[src/rtl/output_memory_node_strided.sv]
// Strided CGRA output memory node: buffers a 32-bit stream in a FIFO and writes it out over OBI,
// advancing the address by a signed stride per grant and waiting for every rvalid before done.
module output_memory_node_strided #(
    parameter int unsigned FIFO_DEPTH      = 8,
    parameter int unsigned MAX_OUTSTANDING = 4,
    parameter int unsigned SIZE_W          = 16
) (
    input  logic              clk_i,
    input  logic              rst_ni,
    input  logic              clr_i,
    // {req, we, be[3:0], addr[31:0], wdata[31:0]}
    output logic [69:0]       masters_req_o,
    // {gnt, rvalid}
    input  logic [1:0]        masters_resp_i,
    input  logic [31:0]       omn_addr_i,
    input  logic [SIZE_W-1:0] omn_size_i,
    input  logic [15:0]       omn_stride_i,
    input  logic              exec_i,
    output logic              done_o,
    input  logic [31:0]       din_i,
    input  logic              din_v_i,
    output logic              din_r_o
);
    localparam int PTR_W = $clog2(FIFO_DEPTH);
    localparam int OUT_W = $clog2(MAX_OUTSTANDING + 1);

    typedef enum logic [1:0] {IDLE, RUN, DRAIN, DONE} state_e;

    state_e              state_q, state_d;
    logic [31:0]         mem [FIFO_DEPTH];
    logic [PTR_W-1:0]    wr_ptr, rd_ptr;
    logic [PTR_W:0]      count;
    logic [SIZE_W-1:0]   issued_q, n_words;
    logic [OUT_W-1:0]    outs_q;
    logic [31:0]         offset_q, stride_ext;
    logic                full, empty, push, pop, req, grant, gnt, rvalid;

    assign gnt        = masters_resp_i[1];
    assign rvalid     = masters_resp_i[0];
    assign n_words    = omn_size_i >> 2;
    assign stride_ext = {{16{omn_stride_i[15]}}, omn_stride_i};

    // din_r_o follows the registered count, so a pop while full does not reopen it this cycle
    assign full    = (count == (PTR_W + 1)'(FIFO_DEPTH));
    assign empty   = (count == '0);
    assign din_r_o = ~full;
    assign push    = din_v_i & ~full;
    assign grant   = req & gnt;
    assign pop     = grant;

    assign req = (state_q == RUN) && !empty && (issued_q < n_words)
              && (outs_q < OUT_W'(MAX_OUTSTANDING));

    assign masters_req_o = {req, 1'b1, 4'b1111, omn_addr_i + offset_q, mem[rd_ptr]};
    assign done_o        = (state_q == DONE);

    always_ff @(posedge clk_i) begin
        if (push) mem[wr_ptr] <= din_i;
    end

    always_ff @(posedge clk_i or negedge rst_ni) begin
        if (!rst_ni) begin
            wr_ptr <= '0;
            rd_ptr <= '0;
            count  <= '0;
        end else if (clr_i) begin
            wr_ptr <= '0;
            rd_ptr <= '0;
            count  <= '0;
        end else begin
            if (push) wr_ptr <= wr_ptr + PTR_W'(1);
            if (pop)  rd_ptr <= rd_ptr + PTR_W'(1);
            case ({push, pop})
                2'b10:   count <= count + (PTR_W + 1)'(1);
                2'b01:   count <= count - (PTR_W + 1)'(1);
                default: count <= count;
            endcase
        end
    end

    always_ff @(posedge clk_i or negedge rst_ni) begin
        if (!rst_ni) begin
            state_q  <= IDLE;
            issued_q <= '0;
            offset_q <= '0;
            outs_q   <= '0;
        end else if (clr_i) begin
            state_q  <= IDLE;
            issued_q <= '0;
            offset_q <= '0;
            outs_q   <= '0;
        end else begin
            state_q <= state_d;
            if (grant) begin
                issued_q <= issued_q + SIZE_W'(1);
                offset_q <= offset_q + stride_ext;
            end
            // stray rvalids (e.g. after a clear) must not wrap the counter below zero
            if (grant && !rvalid)
                outs_q <= outs_q + OUT_W'(1);
            else if (!grant && rvalid && outs_q != '0)
                outs_q <= outs_q - OUT_W'(1);
        end
    end

    always_comb begin
        state_d = state_q;
        case (state_q)
            IDLE:    if (exec_i) state_d = (n_words == '0) ? DONE : RUN;
            RUN:     if (grant && (issued_q + SIZE_W'(1) == n_words)) state_d = DRAIN;
            DRAIN:   if (outs_q == '0 || (outs_q == OUT_W'(1) && rvalid)) state_d = DONE;
            DONE:    state_d = DONE;
            default: state_d = IDLE;
        endcase
    end
endmodule
[config.mk]
export PLATFORM = sky130hd
export DESIGN_NAME = output_memory_node_strided
export DESIGN_NICKNAME = d
export VERILOG_FILES = /design/src/rtl/output_memory_node_strided.sv
export SDC_FILE = /design/constraint.sdc
export NUM_CORES = 1
export LEC_CHECK = 0
export CAP_MARGIN = 10
export CORE_UTILIZATION = 57
export DETAILED_ROUTE_END_ITERATION = 10
export PLACE_DENSITY = 0.8
export SYNTH_ARGS = -nofsm -noshare
export SYNTH_HDL_FRONTEND = slang
export SYNTH_SLANG_ARGS = --single-unit
[constraint.sdc]
create_clock -name clk_i -period 4.9 [get_ports clk_i]
set_clock_uncertainty 0.1 [all_clocks]
set_input_delay 0.735 -clock clk_i [delete_from_list [all_inputs] [get_ports clk_i]]
set_output_delay 0.735 -clock clk_i [all_outputs]
set_load 0.05 [all_outputs]
# Yosys cells after proc, flatten, opt, wreduce, memory -nomap -nowiden
# Memories as Yosys holds them, arrays and structs flattened.
# Index checks and enable logic that the tools add are counted.
dict set report totals {
  ff_bits 63
  mem_bits_rw 256
  in_bits 103
  output_inout_bits 72
  elab_cells 76
  n_memories 1
}
# memory words width read_ports rd_clocked_by_memory_dff write_ports line
set memory_table {}
lappend memory_table {mem 8 32 1 0 1 30} ;# logic [31:0] mem [FIFO_DEPTH];
dict set report classes {
  n_addsub 9
  order_cmp 2
  n_eq_ne 11
  muxes 21
  n_bitwise 3
  n_reduce_logical 22
}
# cell count
set ops {}
lappend ops {{32-bit adder} 2}
lappend ops {{32-bit 2-to-1 mux} 2}
lappend ops {{16-bit 2-to-1 mux} 2}
lappend ops {{3-bit 2-to-1 mux} 7}
lappend ops {{16-bit by 1-bit adder with 16-bit output (second input constant)} 1}
lappend ops {{16-bit by 14-bit equality test with 1-bit output} 1}
lappend ops {{16-bit zero test} 1}
lappend ops {{16-bit by 14-bit less-than comparator with 1-bit output} 1}
lappend ops {{2-bit 2-to-1 mux} 5}
lappend ops {{3-bit by 1-bit adder with 3-bit output (second input constant)} 3}
lappend ops {{3-bit nonzero test} 3}
lappend ops {{1-bit logical AND} 8}
lappend ops {{2-bit one-hot mux with 4 select lines} 1}
lappend ops {{4-bit one-hot mux with 2 select lines} 1}
lappend ops {{2-bit equality test (second input constant)} 3}
lappend ops {{3-bit inequality test (second input constant)} 2}
lappend ops {{4-bit by 1-bit adder with 4-bit output (second input constant)} 1}
lappend ops {{2-bit by 1-bit equality test with 1-bit output (second input constant)} 2}
lappend ops {{4-bit equality test (second input constant)} 1}
lappend ops {{4-bit zero test} 1}
lappend ops {{4-bit 2-to-1 mux} 1}
lappend ops {{2-bit nonzero test} 2}
lappend ops {{4-bit by 1-bit subtractor with 4-bit output (second input constant)} 1}
lappend ops {{3-bit by 1-bit equality test with 1-bit output (second input constant)} 1}
lappend ops {{other kinds (11)} 15}

# Logic depth before layout (Yosys ltp)
# Gate-level depths: netlist of the first run.
dict set report depth {
  depth_word 12
  mapped_depth 17
  mapped_depth_nobuf 16
}

# Worst setup path after synthesis of the first run
# No wires, ideal clock.
dict set report synth_timing {
  kind {input -> output}
  from {input omn_addr_i[0]}
  to {output masters_req_o[62]}
  arrival_time_ps 3743
  required_ps 4065
  slack_ps 322
  stages 13
  n_path_buf 0
  path_cell_list {ha_1 -> inv_1 -> fa_1 -> nor2b_1 -> o21a_1 -> o21ai_0 -> nor3b_1 -> or4b_1 -> a31oi_1 -> o41ai_2 -> o21ai_0 -> a21oi_1 -> xnor2_1}
}
dict set report synth_via {
  elab_chain_len 1
}
# item line
set synth_rtl {}
lappend synth_rtl {{from (decl)} 15} ;# input logic [31:0] omn_addr_i,
lappend synth_rtl {{32-bit adder} 54} ;# assign masters_req_o = {req, 1'b1, 4'b1111, omn_addr_i + offset_q, mem[rd_ptr]};
lappend synth_rtl {{to (decl)} 12} ;# output logic [69:0] masters_req_o,
# No other way between the ends.

# Worst setup path after layout of the first run
dict set report layout_timing {
  from {input omn_addr_i[1]}
  to {output masters_req_o[60]}
}
# Same word-level chain as after synthesis.

==> impl_metrics.tcl, run 1 <==
set metrics [dict create \
    place_ws_ns -0.104 \
    slew-limit-headroom_pct 48.2 \
    viasPerCell 5.94 \
    grt-ovfl-total 0 \
    setup_viol 0 \
    clock_latency_ns 0.57 \
    max_cap_viol_count 0 \
    synth_warnings 0 \
    synthArstFlopShare_pct 19.7 \
    netlist_area_um2 16400 \
    worstPathRequired_ns 4.07 \
    root_buffer "clkbuf_16" \
    die-area_um2 29400 \
    wirelength_um 36500 \
    post_drt_wl_per_cell_um 20.1 \
    drt_pre_antenna_iters 5 \
    vias 10800 \
    die_w_um 171 \
    ys_ff_latch 319 \
    synth_compound_area_share_pct 9.43 \
    synth_fa_ha_area_share_pct 6.87 \
    cp_max_fo 3 \
    worst_slack_ns 0.131 \
    rows 61 \
    reg2reg_depth 14 \
    synth_cells 1230 \
    r2r_start "issued_q[13]$_DFFE_PN0P_" \
    clk_path_buf_depth 3 \
    numPortBuffers 167 \
    grt_pass1_wl_um 57100 \
    cpPeakStageDelay_ns 0.58 \
    ctsHoldBuffers 0 \
    path_cells "clkdlybuf4s50_1 > inv_1 > fa_2 > nor2b_2 > o21a_1 > o21ai_2 > nor3b_4 > or4b_4 > a31oi_4 > o41ai_4 > o21bai_1 > a21oi_1 > xnor2_1 > bufbuf_16" \
    place.gp.congestion 0.883 \
    grt_usage_pct 25.1 \
    fp.dieH_um 171 \
    r2r-end "count[3]$_DFFE_PN0P_" \
    synth-edff-count 256 \
    htreeDepth 1 \
    synthSimpleGateAreaFrac_pct 8.98 \
    vdd_drop_max_v 0.000541 \
    power.total_mw 7.51 \
    p_per_area_nw_per_um2 376 \
    slowest_stage "or4b_4" \
    synthFlopType "edfxtp_1" \
    drcViolationCount 0 \
    antenna_found_initial 3 \
    clock_sinks 319 \
    cts_tree "yes" \
    rrSetupSlack_ns 1.46 \
    min_period_over_period_pct 97.3 \
    finalCriticalPeriod_ns 4.77 \
    fill_cells 1824 \
    fmax_mhz 210 \
    drtIter0Drc 678 \
    synth_top_family_by_area "multiplexers" \
    pin_count 175 \
    cp-start-kind "input port" \
    max_slew.worst_pin.slew_ns 0.775 \
    drive_above_1_share_pct 15.7 \
    drv_slew 0 \
    p_leak_nw 7.46 \
    hold_viol_final 0 \
    nets 1601 \
    path_clk_slew_ns 0.06 \
    grt_pass1_vias 10900 \
    grt_max_degree 62 \
    syn_to_final_growth_pct 22.0 \
    coreArea_um2 28000 \
    hpwl_um 23200 \
    synth-seq-area-share_pct 56.6 \
    cp.arrival_ns 3.93 \
    cts_buffers 31 \
    synth.avg_cell_area_um2 13.3 \
    synthMuxAreaShare_pct 11.1 \
    status "complete, no violations" \
    initial_utilization_pct 58.4 \
    synth-xor-area-share_pct 5.02 \
    end_kind "output pin" \
    hold_path.class "in2async" \
    drtAntennaViolNets 0 \
    crit_type "in2out" \
    ys_types 64 \
]
==> power by group <==
group / internal [mW] / switching (mW) / total (mW)
sequential: 3.03 / 0.0874 / 3.12
combinational: 0.728 / 0.984 / 1.71
clock: 1.65 / 1.03 / 2.68
total: 5.41 / 2.10 / 7.51
==> cell usage after synthesis, types with 26 or more instances <==
cell type / instances / share of area, %
nand2_1: 96 / 2.2
clkbuf_1: 26 / 0.60
mux2_2: 32 / 2.2
xor2_1: 29 / 1.6
o21ai_0: 43 / 1.3
edfxtp_1: 256 / 47
a21oi_1: 99 / 3.0
xnor2_1: 63 / 3.4
dfrtp_1: 63 / 9.6
mux4_2: 64 / 8.8
nor2_1: 92 / 2.1
ha_1: 85 / 6.5
inv_1: 35 / 0.80
==> layer usage <==
layer | vias up | share of wire (%) | track usage, %
met4 | 2 | 2.1 | 6.75
li1 | 5044 | - | -
met5 | - | 0.036 | 0
met1 | 5305 | 42 | 33.0
met2 | 351 | 50 | 43.4
met3 | 68 | 5.8 | 4.14
==> kinds of logic (layout without fill, tap and decap cells) <==
| group | after synthesis | count (layout) |
|---|---|---|
| flip-flops | 319 | 319 |
| AND/OR/NAND/NOR | 308 | 308 |
| AO/OA/AOI/OAI | 244 | 244 |
| other | 1 | 6 |
| multiplexers | 97 | 97 |
| XOR/XNOR | 93 | 93 |
| buffers and inverters | 80 | 281 |
| adder cells (fa/ha/maj) | 88 | 88 |
==> stage by stage <==
step / hold WS (ns) / cell area, um^2 / instances / utilization (%) / setup TNS (ns)
final: 0.0256 / 20000 / 1814 / 71.3 / 0
after global routing: 0.0419 / 20000 / 1814 / 71.3 / -0.0402
after CTS: 0.0366 / 19900 / 1810 / 71.0 / 0
after detailed placement: 0.452 / 18700 / 1752 / 66.8 / -0.191
after global placement: 0.428 / 18700 / 1752 / 66.8 / -0.00790
after floorplan: 0.339 / 16400 / 1234 / - / 0
==> registers in the layout (all words and copies together) (netlist names) <==
name	count
count	4
issued_q	16
state_q	2
wr_ptr	3
rd_ptr	3
outs_q	3
mem	256
offset_q	32
==> cell type report <==
type | count | area, um^2 | share of cell area, %
Multi-Input combinational cell | 835 | 6920 | 34.6
Clock buffer | 36 | 795 | 3.98
Inverter | 35 | 131 | 0.658
Sequential cell | 319 | 9270 | 46.4
Timing Repair Buffer | 188 | 2010 | 10.1
Antenna cell | 1 | 2.50 | 0.0125
Tap cell | 378 | 473 | 2.37
Clock inverter | 22 | 365 | 1.83
==> how the worst max path moves through the flow <==
stage | from | to | slack, ns | cells after the start
global route | omn_addr_i[1] | masters_req_o[61] | -0.03 | 13
CTS | omn_addr_i[0] | masters_req_o[62] | 0.03 | 15
finish | omn_addr_i[1] | masters_req_o[60] | 0.13 | 14
global placement | omn_addr_i[0] | masters_req_o[62] | -0.008 | 15
floorplan | omn_addr_i[0] | masters_req_o[62] | 0.32 | 13
detailed placement | omn_addr_i[0] | masters_req_o[62] | -0.10 | 15
==> critical path, delay by kind of cell <==
kind | cells | cell delay [ns]
AO/OA/AOI/OAI | 6 | 0.89
XOR/XNOR | 1 | 0.19
adder cells (fa/ha/maj) | 1 | 0.40
buffers and inverters | 3 | 0.85
AND/OR/NAND/NOR | 3 | 0.86
==> repair_timing <==
item                       in CTS  in global routing
setup endpoints to repair       2                  3
setup buffers                   0                  3
pin swaps                       1                 12
hold endpoints to repair        0                  0
resized for setup               3                 16
==> placed cells by master, fill, tap and decap left out, types with 31 or more instances in the layout <==
cell type and instances:
nand2_1 95, o21ai_0 40, nor2_1 86, clkdlybuf4s50_1 145, ha_1 84, edfxtp_1 256
dfrtp_1 61, a21oi_1 99, xnor2_1 63, mux2_2 32, inv_1 34, clkbuf_16 31
mux4_2 64
Power figures use the tool's default switching activity.
==> inputs of run 2 (changes only) <==
--- a/config.mk
+++ b/config.mk
@@ -5,10 +5,10 @@
 export SDC_FILE = /design/constraint.sdc
 export NUM_CORES = 1
 export LEC_CHECK = 0
+export ABC_AREA = 0
 export CAP_MARGIN = 10
-export CORE_UTILIZATION = 57
+export CORE_UTILIZATION = 35
 export DETAILED_ROUTE_END_ITERATION = 10
-export PLACE_DENSITY = 0.8
 export SYNTH_ARGS = -nofsm -noshare
 export SYNTH_HDL_FRONTEND = slang
 export SYNTH_SLANG_ARGS = --single-unit
==> impl_metrics.tcl, run 2 (same netlist as run 1, synthesis figures left out) <==
set metrics [dict create \
    cpPeakStageDelay_ns 0.41 \
    drcViolationCount 0 \
    fmax_mhz 212 \
    min_period_over_period_pct 96.3 \
    end_kind "output pin" \
    setup_viol 0 \
    die_w_um 218 \
    path_cells "clkdlybuf4s50_1 > ha_1 > o21ai_0 > nor4_1 > or2_2 > a211o_1 > nor2_4 > a21oi_2 > a221oi_4 > nor3b_2 > o31ai_1 > xor2_1 > buf_12" \
    met2_length_um 17200 \
    power.total_mw 7.52 \
    critPathBufInv 2 \
    status "complete, no violations" \
    drtIter0Drc 682 \
    htreeDepth 2 \
    antenna_found_initial 0 \
    fin_cells 2049 \
    layout_common_cells "edfxtp_1 (256), clkdlybuf4s50_1 (144), a21oi_1 (99)" \
    cp-start-kind "input port" \
    rsz0062_at_grt "no" \
    drt_pre_antenna_iters 5 \
    root_buffer "clkbuf_16" \
    drv_slew 0 \
    wl_met3_um 1410 \
    hold_path.class "in2async" \
    vias 10500 \
    hold_viol_final 0 \
    fp.dieH_um 218 \
    layout_commonest_cell "edfxtp_1" \
    syn_to_final_growth_pct 24.1 \
    clock_sinks 319 \
    coreArea_um2 45800 \
    clock_latency_ns 0.54 \
    regMostFlops "mem" \
    cp.arrival_ns 3.88 \
    grt_pass1_wl_um 58100 \
    grt-ovfl-total 0 \
    max_cap_viol_count 0 \
    vdd_drop_max_v 0.000209 \
    cts_buffers 37 \
    p_per_area_nw_per_um2 370 \
    drive_above_1_share_pct 16.2 \
    grt_usage_pct 15.6 \
    p_leak_nw 7.52 \
    worstPathRequired_ns 4.07 \
    place_inst 1979 \
    cp_max_fo 4 \
    path_clk_slew_ns 0.05 \
    crit_type "in2out" \
    hpwl_um 23200 \
    nets 1612 \
    numPortBuffers 167 \
    rows 78 \
    crit_start "omn_addr_i[2]" \
    drtAntennaViolNets 0 \
    grt_max_degree 65 \
    pin_count 175 \
    top_regs "mem x256, offset_q x32, issued_q x16" \
    highest_layer "met4" \
    post_drt_wl_per_cell_um 17.9 \
    place.gp.congestion 0.855 \
    crit_family "compound AO/OA/AOI/OAI gates" \
    die-area_um2 47600 \
    largest_reg_flops 256 \
    viasPerCell 5.13 \
    clk_path_buf_depth 3 \
    slew-limit-headroom_pct 48.3 \
    grt_pass1_vias 10600 \
    slowest_stage "clkdlybuf4s50_1" \
    cts_tree "yes" \
    r2r_start "issued_q[13]$_DFFE_PN0P_" \
    routedLengthMet1_um 17300 \
    max_slew.worst_pin.slew_ns 0.776 \
    wirelength_um 36600 \
    ctsHoldBuffers 0 \
    initial_utilization_pct 35.8 \
    finalCriticalPeriod_ns 4.72 \
]
[run 2: changes by cell type in the layout (fill, tap and decap cells not counted), moves of 2 or more]
cell / before / now
bufinv_16: 9 / 3
clkbuf_8: 0 / 2
clkbuf_16: 31 / 38
nor2_2: 0 / 6
clkinv_4: 3 / 0
nor2_4: 7 / 1
clkinv_1: 2 / 9
clkbuf_1: 5 / 3
clkinv_2: 5 / 7
buf_4: 22 / 26
[run 2: cell type report]
cell class / instances / area (um^2)
repair buffers: 193 / 2060
well taps: 600 / 751
clock buffers: 43 / 990
fillers: 4099 / 25500
clock inverters: 23 / 216
diodes: 1 / 2.50
inverters: 35 / 131
flip-flops and latches: 319 / 9270
multi-input cells: 835 / 6900
[run 2: power by group]
group / leakage, nW / internal, mW / total (mW) / switching (mW)
logic: 3.74 / 0.733 / 1.71 / 0.976
clock network: 0.592 / 1.61 / 2.70 / 1.09
registers: 3.19 / 3.04 / 3.11 / 0.0727
total: 7.52 / 5.38 / 7.52 / 2.14
[run 2: timing repair]
action                                  CTS  global route
resized for setup                         1            20
endpoints found under the setup margin    2             6
pin swaps                                 0            10
buffers inserted                          0             3
gates cloned                              0             0
[run 2: worst paths after layout]
kind / to / cells after the start / slack [ns]
worst max-delay path: masters_req_o[61] / 13 / 0.18
max in group asynchronous: rd_ptr[0]$_DFFE_PN0P_ / 2 / 3.58
worst min-delay path: offset_q[2]$_DFFE_PN0P_ / 1 / 0.17
worst max register to register: count[3]$_DFFE_PN0P_ / 14 / 1.42
worst min register to register: offset_q[4]$_DFFE_PN0P_ / 2 / 0.45
min in group clk_i: offset_q[4]$_DFFE_PN0P_ / 2 / 0.45
[run 2: stage by stage]
stage                     TNS, ns  worst slack [ns]  hold WS (ns)  util, %  area (um^2)
final                           0             0.181         0.170     44.4        20300
after CTS                       0            0.0407         0.161     44.1        20200
after global routing            0           0.00216         0.213     44.4        20300
after global placement    -0.0596           -0.0385         0.436     41.5        19000
after detailed placement  -0.0230           -0.0182         0.445     41.5        19000
after floorplan                 0             0.322         0.339        -        16400
[run 2: layer usage]
layer / up-vias / global-route usage [%]
met3: 44 / 2.89
met1: 5210 / 21.8
met5: - / 0
li1: 5065 / -
met4: 0 / 4.03
met2: 196 / 25.0
==> inputs of run 3 (changes only) <==
--- a/config.mk
+++ b/config.mk
@@ -9,6 +9,7 @@
 export CAP_MARGIN = 10
 export CORE_UTILIZATION = 35
 export DETAILED_ROUTE_END_ITERATION = 10
+export PLACE_DENSITY = 0.57
 export SYNTH_ARGS = -nofsm -noshare
 export SYNTH_HDL_FRONTEND = slang
 export SYNTH_SLANG_ARGS = --single-unit
==> impl_metrics.tcl, run 3 (same netlist as run 1, synthesis figures left out) <==
set metrics [dict create \
    drcViolationCount 0 \
    r2r_start "issued_q[13]$_DFFE_PN0P_" \
    grt-ovfl-total 0 \
    cts_buffers 36 \
    status "complete, no violations" \
    rrSetupSlack_ns 1.48 \
    cp_max_fo 4 \
    fmax_mhz 212 \
    p_leak_nw 7.54 \
    hold_path.class "in2async" \
    rsz0062_at_grt "no" \
    min_period_over_period_pct 96.5 \
    crit_type "in2out" \
    path_clk_slew_ns 0.06 \
    die-area_um2 47600 \
    die_w_um 218 \
    clock_latency_ns 0.53 \
    drt_pre_antenna_iters 5 \
    end_kind "output pin" \
    r2r-end "count[3]$_DFFE_PN0P_" \
    finalCriticalPeriod_ns 4.73 \
    root_buffer "clkbuf_16" \
    critPathBufInv 2 \
    drtIter0Drc 582 \
    clock_sinks 319 \
    fill_cells 4135 \
    coreArea_um2 45800 \
    max_slew.worst_pin.slew_ns 0.741 \
    hpwl_um 23800 \
    crit_family "compound AO/OA/AOI/OAI gates" \
    wirelength_um 37300 \
    slew-limit-headroom_pct 50.6 \
    setup_viol 0 \
    place_area_um2 19000 \
    power.total_mw 7.67 \
    cts_tree "yes" \
    utilization_pct 44.4 \
    syn_to_final_growth_pct 24.1 \
    place_inst 1979 \
    place_ws_ns -0.0360 \
    timing.hold.ws_ns 0.163 \
    layout_commonest_cell "edfxtp_1" \
    worst_slack_ns 0.173 \
    viasPerCell 5.11 \
    cpPeakStageDelay_ns 0.41 \
    grt_pass1_vias 10300 \
    htreeDepth 2 \
    regMostFlops "mem" \
    post_drt_wl_per_cell_um 18.2 \
    place.gp.congestion 0.823 \
    fin_cells 2044 \
    initial_utilization_pct 35.8 \
    rows 78 \
    fp.dieH_um 218 \
    drtAntennaViolNets 0 \
    vias 10400 \
    cp-start-kind "input port" \
    reg2reg_depth 14 \
    top_regs "mem x256, offset_q x32, issued_q x16" \
    p_per_area_nw_per_um2 378 \
    max_cap_viol_count 0 \
    numPortBuffers 167 \
    layout_common_cells "edfxtp_1 (256), clkdlybuf4s50_1 (142), a21oi_1 (99)" \
    largest_reg_flops 256 \
    cp.arrival_ns 3.89 \
    drv_slew 0 \
    grt_usage_pct 15.7 \
    vdd_drop_max_v 0.000207 \
    nets 1609 \
    drive_above_1_share_pct 16.3 \
    clk_path_buf_depth 3 \
    diodes 0 \
    path_cells "clkdlybuf4s50_1 > ha_1 > o21ai_0 > nor4_1 > or2_2 > a211o_1 > nor2_4 > a21oi_2 > a221oi_4 > nor3b_2 > o31ai_1 > xor2_1 > buf_12" \
    hold_viol_final 0 \
    pin_count 175 \
    finalInstanceArea_um2 20300 \
    grt_pass1_wl_um 57800 \
    fin_setup_tns_ns 0 \
    worstPathRequired_ns 4.07 \
    antenna_found_initial 0 \
    grt_max_degree 62 \
    slowest_stage "clkdlybuf4s50_1" \
]
==> run 3: changes by cell type in the layout (fill, tap and decap cells not counted), moves of 2 or more <==
cell | previous run | this run
bufinv_16 | 3 | 8
clkbuf_16 | 38 | 36
clkbuf_8 | 2 | 0
clkdlybuf4s50_1 | 144 | 142
clkinv_1 | 9 | 3
clkinv_2 | 7 | 12
==> run 3: power breakdown <==
| group | switching (mW) | internal [mW] |
|---|---|---|
| clock | 1.09 | 1.77 |
| combinational | 0.963 | 0.728 |
| sequential | 0.0832 | 3.03 |
==> run 3: how the worst max path moves through the flow <==
stage / start / endpoint / slack, ns / cells past startpoint
floorplan: omn_addr_i[0] / masters_req_o[62] / 0.32 / 13
global placement: omn_addr_i[0] / masters_req_o[62] / -0.04 / 17
detailed placement: omn_addr_i[0] / masters_req_o[62] / -0.04 / 17
CTS: omn_addr_i[0] / masters_req_o[62] / 0.03 / 17
global route: omn_addr_i[2] / masters_req_o[61] / 0.001 / 13
finish: omn_addr_i[2] / masters_req_o[61] / 0.17 / 13
==> run 3: routing by layer <==
metal | global-route usage, % | part of all wire (%) | vias to the layer above
li1 | - | - | 5054
met1 | 22.6 | 48 | 5151
met2 | 24.7 | 46 | 192
met3 | 2.88 | 4.3 | 43
met4 | 3.59 | 1.6 | 0
met5 | 0 | 0 | -
==> run 3: cell type report <==
type | count | area [um^2] | area share (%)
repair buffers | 191 | 2030 | 10.0
flip-flops and latches | 319 | 9270 | 45.6
inverters | 35 | 131 | 0.647
well taps | 600 | 751 | 3.70
clock buffers | 39 | 912 | 4.49
multi-input cells | 835 | 6870 | 33.8
clock inverters | 25 | 337 | 1.66
==> run 3: what timing repair did <==
action | in CTS | in global routing
pin swaps | 0 | 9
gates resized for setup | 1 | 14
hold buffers | 0 | 0
setup endpoints to repair | 2 | 5
setup buffers | 0 | 1
endpoints found under the hold margin | 0 | 0
